`src/rtl/mem_port_arbiter_pkg.sv`:
```
// Shared definitions for the I-cache/D-cache memory port arbiter:
// FSM state encoding, owner encoding and default bus widths.
package mem_arb_pkg;

    localparam int unsigned DEF_ADDR_W = 28;
    localparam int unsigned DEF_DATA_W = 128;

    typedef logic [1:0] arb_state_t;

    localparam arb_state_t IDLE   = 2'd0;
    localparam arb_state_t I_BUSY = 2'd1;
    localparam arb_state_t D_BUSY = 2'd2;
    localparam arb_state_t DONE   = 2'd3;

    localparam logic OWN_I = 1'b0;
    localparam logic OWN_D = 1'b1;

endpackage

```
`src/rtl/mem_port_arbiter_if.sv`:
```
// Bundle of the two cache miss ports and the shared memory port.
// master: the arbiter side; slave: caches plus memory model.
interface mem_port_arbiter_if import mem_arb_pkg::*; #(
    parameter int unsigned ADDR_W = DEF_ADDR_W,
    parameter int unsigned DATA_W = DEF_DATA_W
) ();

    logic              i_read;
    logic [ADDR_W-1:0] i_addr;
    logic [DATA_W-1:0] i_rdata;
    logic              i_ready;

    logic              d_read;
    logic              d_write;
    logic [ADDR_W-1:0] d_addr;
    logic [DATA_W-1:0] d_wdata;
    logic [DATA_W-1:0] d_rdata;
    logic              d_ready;

    logic              mem_read;
    logic              mem_write;
    logic [ADDR_W-1:0] mem_addr;
    logic [DATA_W-1:0] mem_wdata;
    logic [DATA_W-1:0] mem_rdata;
    logic              mem_ready;

    modport master (
        input  i_read, i_addr, d_read, d_write, d_addr, d_wdata, mem_rdata, mem_ready,
        output i_rdata, i_ready, d_rdata, d_ready, mem_read, mem_write, mem_addr, mem_wdata
    );

    modport slave (
        output i_read, i_addr, d_read, d_write, d_addr, d_wdata, mem_rdata, mem_ready,
        input  i_rdata, i_ready, d_rdata, d_ready, mem_read, mem_write, mem_addr, mem_wdata
    );

endinterface

```
`src/rtl/mem_port_arbiter.sv`:
```
// Round-robin arbiter sharing one memory port between I-cache refills and
// D-cache refills/write-backs; the memory command is registered and held until mem_ready.
module mem_port_arbiter import mem_arb_pkg::*; #(
    parameter int unsigned ADDR_W = DEF_ADDR_W,
    parameter int unsigned DATA_W = DEF_DATA_W
) (
    input  logic clk,
    input  logic rst_n,
    mem_port_arbiter_if.master bus
);

    arb_state_t        state_q, state_d;
    logic              last_d_q, last_d_d;
    logic              mem_read_q, mem_read_d;
    logic              mem_write_q, mem_write_d;
    logic [ADDR_W-1:0] mem_addr_q, mem_addr_d;
    logic [DATA_W-1:0] mem_wdata_q, mem_wdata_d;

    logic d_req;
    logic grant_d;
    logic grant_i;

    // On a tie the D-cache wins unless it was the most recent owner.
    assign d_req   = bus.d_read | bus.d_write;
    assign grant_d = d_req & (~bus.i_read | (last_d_q == OWN_I));
    assign grant_i = bus.i_read & ~grant_d;

    always_comb begin
        state_d     = state_q;
        last_d_d    = last_d_q;
        mem_read_d  = mem_read_q;
        mem_write_d = mem_write_q;
        mem_addr_d  = mem_addr_q;
        mem_wdata_d = mem_wdata_q;
        case (state_q)
            IDLE: begin
                if (grant_d) begin
                    state_d     = D_BUSY;
                    mem_write_d = bus.d_write;
                    mem_read_d  = ~bus.d_write;
                    mem_addr_d  = bus.d_addr;
                    mem_wdata_d = bus.d_wdata;
                end else if (grant_i) begin
                    state_d     = I_BUSY;
                    mem_write_d = 1'b0;
                    mem_read_d  = 1'b1;
                    mem_addr_d  = bus.i_addr;
                end
            end
            I_BUSY, D_BUSY: begin
                if (bus.mem_ready) begin
                    state_d     = DONE;
                    mem_read_d  = 1'b0;
                    mem_write_d = 1'b0;
                    last_d_d    = (state_q == D_BUSY) ? OWN_D : OWN_I;
                end
            end
            // One dead cycle so a request still high from the owner is not re-granted.
            DONE:    state_d = IDLE;
            default: state_d = IDLE;
        endcase
    end

    always_ff @(posedge clk or negedge rst_n) begin
        if (!rst_n) begin
            state_q     <= IDLE;
            last_d_q    <= OWN_I;
            mem_read_q  <= 1'b0;
            mem_write_q <= 1'b0;
            mem_addr_q  <= '0;
            mem_wdata_q <= '0;
        end else begin
            state_q     <= state_d;
            last_d_q    <= last_d_d;
            mem_read_q  <= mem_read_d;
            mem_write_q <= mem_write_d;
            mem_addr_q  <= mem_addr_d;
            mem_wdata_q <= mem_wdata_d;
        end
    end

    assign bus.mem_read  = mem_read_q;
    assign bus.mem_write = mem_write_q;
    assign bus.mem_addr  = mem_addr_q;
    assign bus.mem_wdata = mem_wdata_q;

    assign bus.i_ready = (state_q == I_BUSY) & bus.mem_ready;
    assign bus.d_ready = (state_q == D_BUSY) & bus.mem_ready;
    assign bus.i_rdata = bus.mem_rdata;
    assign bus.d_rdata = bus.mem_rdata;

endmodule
```
`src/flat_wrapper.sv`:
```
// flat-port wrapper written by rule: the top's interface ports become plain ports
module mem_port_arbiter_flat import mem_arb_pkg::*;
#(
    parameter int unsigned ADDR_W = DEF_ADDR_W,
    parameter int unsigned DATA_W = DEF_DATA_W
)
  (clk, rst_n, bus_i_read, bus_i_addr, bus_d_read, bus_d_write, bus_d_addr, bus_d_wdata, bus_mem_rdata, bus_mem_ready, bus_i_rdata, bus_i_ready, bus_d_rdata, bus_d_ready, bus_mem_read, bus_mem_write, bus_mem_addr, bus_mem_wdata);
  mem_port_arbiter_if #(.ADDR_W(ADDR_W), .DATA_W(DATA_W)) bus_i ();
  input  logic clk;
  input  logic rst_n;
  input wire logic [$bits(bus_i.i_read)-1:0] bus_i_read;
  input wire logic [$bits(bus_i.i_addr)-1:0] bus_i_addr;
  input wire logic [$bits(bus_i.d_read)-1:0] bus_d_read;
  input wire logic [$bits(bus_i.d_write)-1:0] bus_d_write;
  input wire logic [$bits(bus_i.d_addr)-1:0] bus_d_addr;
  input wire logic [$bits(bus_i.d_wdata)-1:0] bus_d_wdata;
  input wire logic [$bits(bus_i.mem_rdata)-1:0] bus_mem_rdata;
  input wire logic [$bits(bus_i.mem_ready)-1:0] bus_mem_ready;
  output wire logic [$bits(bus_i.i_rdata)-1:0] bus_i_rdata;
  output wire logic [$bits(bus_i.i_ready)-1:0] bus_i_ready;
  output wire logic [$bits(bus_i.d_rdata)-1:0] bus_d_rdata;
  output wire logic [$bits(bus_i.d_ready)-1:0] bus_d_ready;
  output wire logic [$bits(bus_i.mem_read)-1:0] bus_mem_read;
  output wire logic [$bits(bus_i.mem_write)-1:0] bus_mem_write;
  output wire logic [$bits(bus_i.mem_addr)-1:0] bus_mem_addr;
  output wire logic [$bits(bus_i.mem_wdata)-1:0] bus_mem_wdata;
  assign bus_i.i_read = bus_i_read;
  assign bus_i.i_addr = bus_i_addr;
  assign bus_i.d_read = bus_d_read;
  assign bus_i.d_write = bus_d_write;
  assign bus_i.d_addr = bus_d_addr;
  assign bus_i.d_wdata = bus_d_wdata;
  assign bus_i.mem_rdata = bus_mem_rdata;
  assign bus_i.mem_ready = bus_mem_ready;
  assign bus_i_rdata = bus_i.i_rdata;
  assign bus_i_ready = bus_i.i_ready;
  assign bus_d_rdata = bus_i.d_rdata;
  assign bus_d_ready = bus_i.d_ready;
  assign bus_mem_read = bus_i.mem_read;
  assign bus_mem_write = bus_i.mem_write;
  assign bus_mem_addr = bus_i.mem_addr;
  assign bus_mem_wdata = bus_i.mem_wdata;
  mem_port_arbiter #(.ADDR_W(ADDR_W), .DATA_W(DATA_W)) u_core (.clk(clk), .rst_n(rst_n), .bus(bus_i));
endmodule
```
`config.mk`:
```
export PLATFORM = sky130hd
export DESIGN_NAME = mem_port_arbiter_flat
export DESIGN_NICKNAME = d
export VERILOG_FILES = /design/src/rtl/mem_port_arbiter_pkg.sv /design/src/rtl/mem_port_arbiter_if.sv /design/src/rtl/mem_port_arbiter.sv /design/src/flat_wrapper.sv
export SDC_FILE = /design/constraint.sdc
export NUM_CORES = 1
export LEC_CHECK = 0
export BUFFER_PORTS_ARGS = -buffer_cell sky130_fd_sc_hd__buf_4
export CORE_AREA = 2 2 286 288
export CTS_BUF_LIST = sky130_fd_sc_hd__clkbuf_4
export CTS_CLUSTER_SIZE = 30
export DETAILED_ROUTE_END_ITERATION = 6
export DIE_AREA = 0 0 288 290
export PLACE_DENSITY = 0.39
export SLEW_MARGIN = 25
export SYNTH_ARGS = -nofsm -noshare
export SYNTH_HDL_FRONTEND = slang
export SYNTH_SLANG_ARGS = --single-unit
```
`constraint.sdc`:
```
create_clock -name clk -period 5.05 [get_ports clk]
set_input_delay 0.2525 -clock clk [delete_from_list [all_inputs] [get_ports clk]]
set_output_delay 0.2525 -clock clk [all_outputs]
set_load 0.02 [all_outputs]
```
==> out/metrics.cfg, run 1 <==
[run_status]
outcome = complete, no violations

[drt]
wl_per_cell_microns = 11.61
dr.pass1.iters = 4
drtIter0Drc = 101
drc = 0
vias = 5620
ant_nets = 0
routed_wl_mm = 23.75
viasPerCell = 2.748

[sta]
tightest_slew_ps = 812.8
rsz0062_at_grt = no
slew_headroom = 0.4581
fin_hold_ws_ps = 153.5
finalMaxSlewViolations = 0
finalHoldViolations = 0
fin_crit_sh = 0.5233
clock_skew_ps = 27.79
setup_ws_ps = 2407
setup_tns_ps = 0
period_needed_ps = 2643
fmax_ghz = 0.3784
setup_viol = 0

[synth]
synth_top_area_share = 0.4880
syn_area_per_cell_sq_um = 12.14
async_flop_share = 1.000
synth_largest_area_cell = dfrtp_1
ys_types = 19
yosys_most_used_dff = dfrtp_1
synth.top_cells.by_count = buf_4, dfrtp_1, mux2_1
synthTopCellsByArea = dfrtp_1, buf_4, mux2_1
yosysWarnings = 0
synth_cells = 680
syn_nets = 1003
synth_edf_count = 0
synth.most_common_cell = buf_4
seq_area_frac_synth = 0.4880
ys_ff_latch = 161
synth_area_sq_um = 8255

[cts]
cts_tree = yes
cts_repair_resize_count = 0
clockBufferDepth = 2
path_clk_slew_ps = 160
ctsHoldBuffers = 193
cts-root-buf = clkbuf_4
htreeDepth = 4
cts_setup_buffers = 0
numCtsBuffers = 17
clk-insertion-delay-late_ps = 720
cts_sinks = 161

[power]
power_per_cell_area_nw_per_um2 = 517.9
p_leak_nw = 5.590
vdd_drop_max_mv = 0.2376

[floorplanning]
coreArea_sq_um = 80160
dieArea_sq_um = 83520
boundaryPins = 734
die_h_microns = 290
start_util = 0.1030
core.rowCount = 104
die_w_microns = 288

[setup_path]
crit_fanout = 30
path_class = reg -> reg
r2r-start = u_core.last_d_q$_DFFE_PN0P_
crit_path_start_kind = flip-flop
path_buf_inv = 3
cpLargestDelayFamily = buffers and inverters
startpoint = u_core.last_d_q$_DFFE_PN0P_
critPathSlowestCell = dlygate4sd3_1
ff2ff_path_depth = 6
reg2reg_to = u_core.bus.mem_addr[13]$_DFFE_PN0P_
critPathMostFrequentCell = dlygate4sd3_1
worstPathArrival_ps = 3240
end_kind = flip-flop
critical_path_required_ps = 5640
r2r_slack_ps = 2410
slowest_delay_ps = 570
path_cells = a2bb2oi_4 > buf_4 > mux2i_1 > dlygate4sd3_1 > o21ai_0 > dlygate4sd3_1

[finish]
area_growth_pct = 51.42
final-instance-count-excl-fill = 2045
layout.nets = 1289
fillCellCount = 8924
drive_gt1_frac = 0.4168
final_cell_area_sq_um = 12500

[global_routing]
grt_max_degree = 85
met3_usage = 0.03333
grt_usage = 0.05561
grt_pass1_wl_mm = 34.26
busiest_layer = met2
grt-ovfl-total = 0
antenna_found_initial = 2
grt_pass1_vias = 6074
met1_usage = 0.04938
grtUsageMet2 = 0.09105

[placement]
dp_cells = 1814
postPlaceCellArea_sq_um = 10260
io_buffers = 349
pre_cts_slack_ps = 2548
gp_congestion = 0.6822
place_hpwl_mm = 17.13

[worst_hold_path]
hp-class = in -> async

[run]
max-cap-violations = 0

[flip-flops by register name, indices dropped and copies added (netlist names)]
| signal | flops |
|---|---|
| u_core.bus.mem_addr | 28 |
| u_core.bus.mem_read | 1 |
| u_core.bus.mem_write | 1 |
| u_core.last_d_q | 1 |
| u_core.state_q | 2 |
| u_core.bus.mem_wdata | 128 |
[cell families (layout without fill, tap and decap cells)]
kind of cell	after synthesis	after routing	synth area share
DFF	161	161	0.4880
muxes	162	162	0.2164
AOI/OAI and AO/OA	34	34	0.02243
other	0	6	0
and+or+nand+nor	36	36	0.01819
buffers and inverters	282	581	0.2473
adders and majority gates	5	5	0.007578
[through the flow]
step	power (mW)	util
finish	6.475	0.1560
global route	6.962	0.1560
CTS	6.649	0.1558
detailed placement	5.551	0.1280
global placement	5.512	0.1280
floorplan	4.318	-
[cells in the final DEF (no fill, tap or decap), types with 2 or more instances in the layout]
cell type	Yosys	routed
a21oi_1	3	3
and2_1	2	2
buf_12	0	2
buf_4	256	350
bufinv_16	0	2
clkbuf_4	0	18
clkinv_4	0	5
clkinvlp_4	0	2
dfrtp_1	161	161
diode_2	0	6
dlygate4sd3_1	0	193
ha_1	5	5
inv_1	3	3
inv_6	0	2
mux2_1	111	111
mux2_2	21	21
mux2i_1	30	30
nand2_1	31	30
o21ai_0	28	28
[worst max-delay path by stage]
stage | endpoint | slack, ps | cells past startpoint
after floorplan | u_core.bus.mem_wdata[69]$_DFFE_PN0P_ | 3450 | 6
after global placement | u_core.bus.mem_wdata[65]$_DFFE_PN0P_ | 2590 | 5
after detailed placement | u_core.bus.mem_wdata[66]$_DFFE_PN0P_ | 2550 | 5
after CTS | u_core.bus.mem_addr[11]$_DFFE_PN0P_ | 2340 | 6
after global routing | u_core.bus.mem_addr[13]$_DFFE_PN0P_ | 2210 | 6
final | u_core.bus.mem_addr[13]$_DFFE_PN0P_ | 2410 | 6
[cell type report]
cell class	count	area, sq um	area share
antenna	6	15.01	0.001201
clock buffer	18	135.1	0.01081
clock inverter	14	156.4	0.01251
inverter	3	11.26	0.0009008
multi-input combinational	237	2217	0.1774
sequential	161	4029	0.3223
tap	1060	1326	0.1061
timing repair buffer	546	4611	0.3688
[per-layer routing]
metal  routed length (microns)  up-vias
li1                          -     2571
met2                     11250      406
met5                         0        -
met3                      3081       87
met1                      8046     2556
met4                      1370        0
[power breakdown]
part / total (mW) / switching (mW) / internal [mW] / leakage, nW
Sequential: 2.30 / 0.356 / 1.94 / 1.92
Clock: 0.863 / 0.557 / 0.306 / 0.153
Combinational: 3.31 / 1.71 / 1.60 / 3.52
Total: 6.47 / 2.62 / 3.85 / 5.59
[worst register-to-register path: stages, from the launching register on]
cell,delay (ps)
dfrtp_1,450
a2bb2oi_4,190
buf_4,470
mux2i_1,230
dlygate4sd3_1,560
o21ai_0,80
dlygate4sd3_1,570
(Power assumes the default switching activity.)
==> inputs of run 2 (changes only) <==
ABC_AREA = 1   (was unset)
CORE_AREA = 2 2 287 289   (was 2 2 286 288)
DIE_AREA = 0 0 289 291   (was 0 0 288 290)
PLACE_DENSITY = 0.4   (was 0.39)
clock period = 2.5 ns   (was 5.05 ns; I/O delays follow)
==> run 2 against run 1 <==
Count of clock-buffer cells in the layout fell by 1. Sequential power up 98%. Core utilization increased by 1.5 points. Critical path type unchanged. Global-route usage rose by 2.2 points. Sequential share of layout area is 3.2 points lower. Setup slack worse by 2300 ps. Largest cell class unchanged. Critical path depth is 2 higher. Fmax up 11%. Worst hold slack better by 4.6 ps. Combinational power increased by 140%. Cell count is 23% higher. Synthesized cell count is 58% higher.
==> out/metrics.cfg, run 2 <==
[sta]
period_needed_ps = 2385  ; was 2643 ps
finalMaxSlewViolations = 0  ; unchanged
finalHoldViolations = 0  ; unchanged
tightest_slew_ps = 512.1  ; was 812.8 ps
fin_crit_sh = 0.9541  ; was 0.5233
rsz0062_at_grt = no  ; unchanged
setup_ws_ps = 114.9  ; was 2407 ps
setup_viol = 0  ; unchanged
setup_tns_ps = 0  ; unchanged
slew_headroom = 0.6586  ; was 0.4581
fmax_ghz = 0.4193  ; was 0.3784 GHz
clock_skew_ps = 48.11  ; was 27.79 ps

[synth]
seq_area_frac_synth = 0.4553  ; was 0.4880
synth_top_area_share = 0.4553  ; was 0.4880
synth_largest_area_cell = dfrtp_1  ; unchanged
synth_edf_count = 0  ; unchanged
yosys_most_used_dff = dfrtp_1  ; unchanged
synth.most_common_cell = nand2_1  ; was buf_4
yosysWarnings = 0  ; unchanged
ys_types = 22  ; was 19
syn_nets = 1400  ; was 1003
synth_area_sq_um = 8848  ; was 8255 sq um
ys_ff_latch = 161  ; unchanged
async_flop_share = 1.000  ; unchanged
syn_area_per_cell_sq_um = 8.216  ; was 12.14 sq um
synthTopCellsByArea = dfrtp_1, buf_4, nand2_1  ; was dfrtp_1, buf_4, mux2_1
synth.top_cells.by_count = nand2_1, buf_4, dfrtp_1  ; was buf_4, dfrtp_1, mux2_1
synth_cells = 1077  ; was 680

[global_routing]
grt_usage = 0.07774  ; was 0.05561
grt_pass1_vias = 8497  ; was 6074
grt-ovfl-total = 0  ; unchanged
grt_pass1_wl_mm = 49.19  ; was 34.26 mm
grt_max_degree = 95  ; was 85
antenna_found_initial = 9  ; was 2

[setup_path]
end_kind = flip-flop  ; unchanged
reg2reg_to = u_core.bus.mem_addr[16]$_DFFE_PN0P_  ; was u_core.bus.mem_addr[13]$_DFFE_PN0P_
path_class = reg -> reg  ; unchanged
critical_path_required_ps = 3150  ; was 5640 ps
crit_path_start_kind = flip-flop  ; unchanged
r2r-start = u_core.last_d_q$_DFFE_PN0P_  ; unchanged
crit_fanout = 31  ; was 30
r2r_slack_ps = 110  ; was 2410 ps
startpoint = u_core.last_d_q$_DFFE_PN0P_  ; unchanged
ff2ff_path_depth = 8  ; was 6
worstPathArrival_ps = 3040  ; was 3240 ps

[placement]
gp_congestion = 0.7333  ; was 0.6822
dp_cells = 2196  ; was 1814
pre_cts_slack_ps = 591.0  ; was 2548 ps
place_hpwl_mm = 22.05  ; was 17.13 mm
io_buffers = 349  ; unchanged

[drt]
dr.pass1.iters = 5  ; was 4
wl_per_cell_microns = 13.25  ; was 11.61 microns
viasPerCell = 3.198  ; was 2.748
vias = 8062  ; was 5620
routed_wl_mm = 33.40  ; was 23.75 mm
ant_nets = 0  ; unchanged
drtIter0Drc = 306  ; was 101
drc = 0  ; unchanged

[cts]
clk-insertion-delay-late_ps = 720  ; about the same
cts_sinks = 161  ; unchanged
clockBufferDepth = 2  ; unchanged
cts_tree = yes  ; unchanged
cts-root-buf = clkbuf_4  ; unchanged
htreeDepth = 4  ; unchanged
numCtsBuffers = 17  ; unchanged
path_clk_slew_ps = 180  ; was 160 ps

[power]
power_per_cell_area_nw_per_um2 = 1024  ; was 517.9 nW/um^2
pwr-share-seq = 0.321  ; was 0.355
vdd_drop_max_mv = 0.7087  ; was 0.2376 mV
combPwrFrac = 0.558  ; was 0.512
clock_power_share = 0.122  ; was 0.133
p_int_mw = 7.592  ; was 3.852 mW
power.total_mw = 14.20  ; was 6.475 mW
p_leak_nw = 6.657  ; was 5.590 nW
switching_share = 0.4654  ; was 0.4050
switchingPower_mw = 6.609  ; was 2.622 mW

[floorplanning]
start_util = 0.1090  ; was 0.1030
core.rowCount = 105  ; was 104
boundaryPins = 734  ; unchanged
die_h_microns = 291  ; was 290 microns
coreArea_sq_um = 81190  ; was 80160 sq um
dieArea_sq_um = 84100  ; was 83520 sq um
die_w_microns = 289  ; was 288 microns

[run_status]
outcome = complete, no violations  ; unchanged

[finish]
postLayoutCoreUtil = 0.1709  ; was 0.1560
area_growth_pct = 56.79  ; was 51.42%
final_common_cell = nand2_1  ; was buf_4
multi_input_area_sq_um = 2534  ; was 2217 sq um
largest_register_ffs = 128  ; unchanged
final-instance-count-excl-fill = 2521  ; was 2045
layout.nets = 1754  ; was 1289
fillCellCount = 9129  ; was 8924
seqCellArea_sq_um = 4029  ; unchanged
layout_common_cells = nand2_1, buf_4, dlygate4sd3_1  ; was buf_4, dlygate4sd3_1, dfrtp_1
drive_gt1_frac = 0.2812  ; was 0.4168

[worst_hold_path]
hp-class = in -> reg  ; was in -> async
min_path_cells = 4
whs_endpoint = u_core.bus.mem_wdata[106]$_DFFE_PN0P_
hp-start = bus_d_wdata[106]

[run]
max-cap-violations = 0  ; unchanged

run 2: cell types whose count changed in the layout (fill, tap and decap cells not counted), moves of 31 or more:
| cell | change |
|---|---|
| dlygate4sd3_1 | +88 |
| o21ai_0 | +69 |
| o21ai_1 | +31 |
| nand2_1 | +386 |
| mux2_1 | -111 |
| nand3_1 | +31 |
run 2: worst max-delay path by stage:
| stage | to | depth (start not counted) |
|---|---|---|
| 6_report | u_core.bus.mem_addr[16]$_DFFE_PN0P_ | 8 |
| 5_1_grt | u_core.bus.mem_addr[22]$_DFFE_PN0P_ | 8 |
| 4_1_cts | u_core.bus.mem_addr[16]$_DFFE_PN0P_ | 9 |
| 3_5_place_dp | u_core.bus.mem_addr[11]$_DFFE_PN0P_ | 8 |
| 3_3_place_gp | u_core.bus.mem_addr[24]$_DFFE_PN0P_ | 8 |
| 2_1_floorplan | u_core.bus.mem_addr[10]$_DFFE_PN0P_ | 9 |
run 2: metal layers:
metal / wire length [microns] / up-vias / GRT usage
li1: - / 3827 / -
met1: 12820 / 3765 / 0.07921
met2: 15690 / 332 / 0.1278
met3: 3062 / 128 / 0.03574
met4: 1766 / 10 / 0.05016
met5: 61 / - / 0
run 2: cell type report:
class	instances	area share
Antenna cell	7	0.001263
Clock buffer	17	0.009199
Clock inverter	15	0.009921
Inverter	13	0.003698
Multi-Input combinational cell	593	0.1826
Sequential cell	161	0.2904
Tap cell	1070	0.09650
Timing Repair Buffer	645	0.4064
run 2: logic make-up after synthesis:
family,synth area share
fa+ha+maj,0.007070
buf+inv,0.2630
compound gates,0.07494
flops,0.4553
simple gates,0.1997
run 2: what timing repair did:
| item | 4_1_cts | 5_1_grt |
|---|---|---|
| setup buffers | 0 | 2 |
| hold buffers | 282 | 0 |
| hold endpoints to repair | 322 | 0 |
| endpoints found under the setup margin | 0 | 29 |
| resized for setup | 0 | 4 |
run 2: metrics by stage:
stage,hold WS [ps],area [sq um]
floorplan,-170.6,8848
global placement,80.45,10700
detailed placement,75.87,10700
CTS,0.5005,13800
global route,16.76,13870
finish,158.1,13870
run 2: worst max-delay path: stages (launching register included):
cell	delay, ps
dfrtp_1	440
nand2_4	200
buf_8	240
nand3_1	110
nand2_1	90
dlygate4sd3_1	550
nand2_1	60
dlygate4sd3_1	570
nand2_1	70
run 2: power groups by stage:
| stage | combinational [mW] | sequential (mW) | clock [mW] |
|---|---|---|---|
| floorplan | 3.21 | 6.05 | 0 |
| global placement | 7.20 | 4.62 | 0 |
| detailed placement | 7.30 | 4.62 | 0 |
| CTS | 7.97 | 4.58 | 1.93 |
| global route | 8.74 | 4.73 | 2.00 |
| finish | 7.92 | 4.55 | 1.73 |
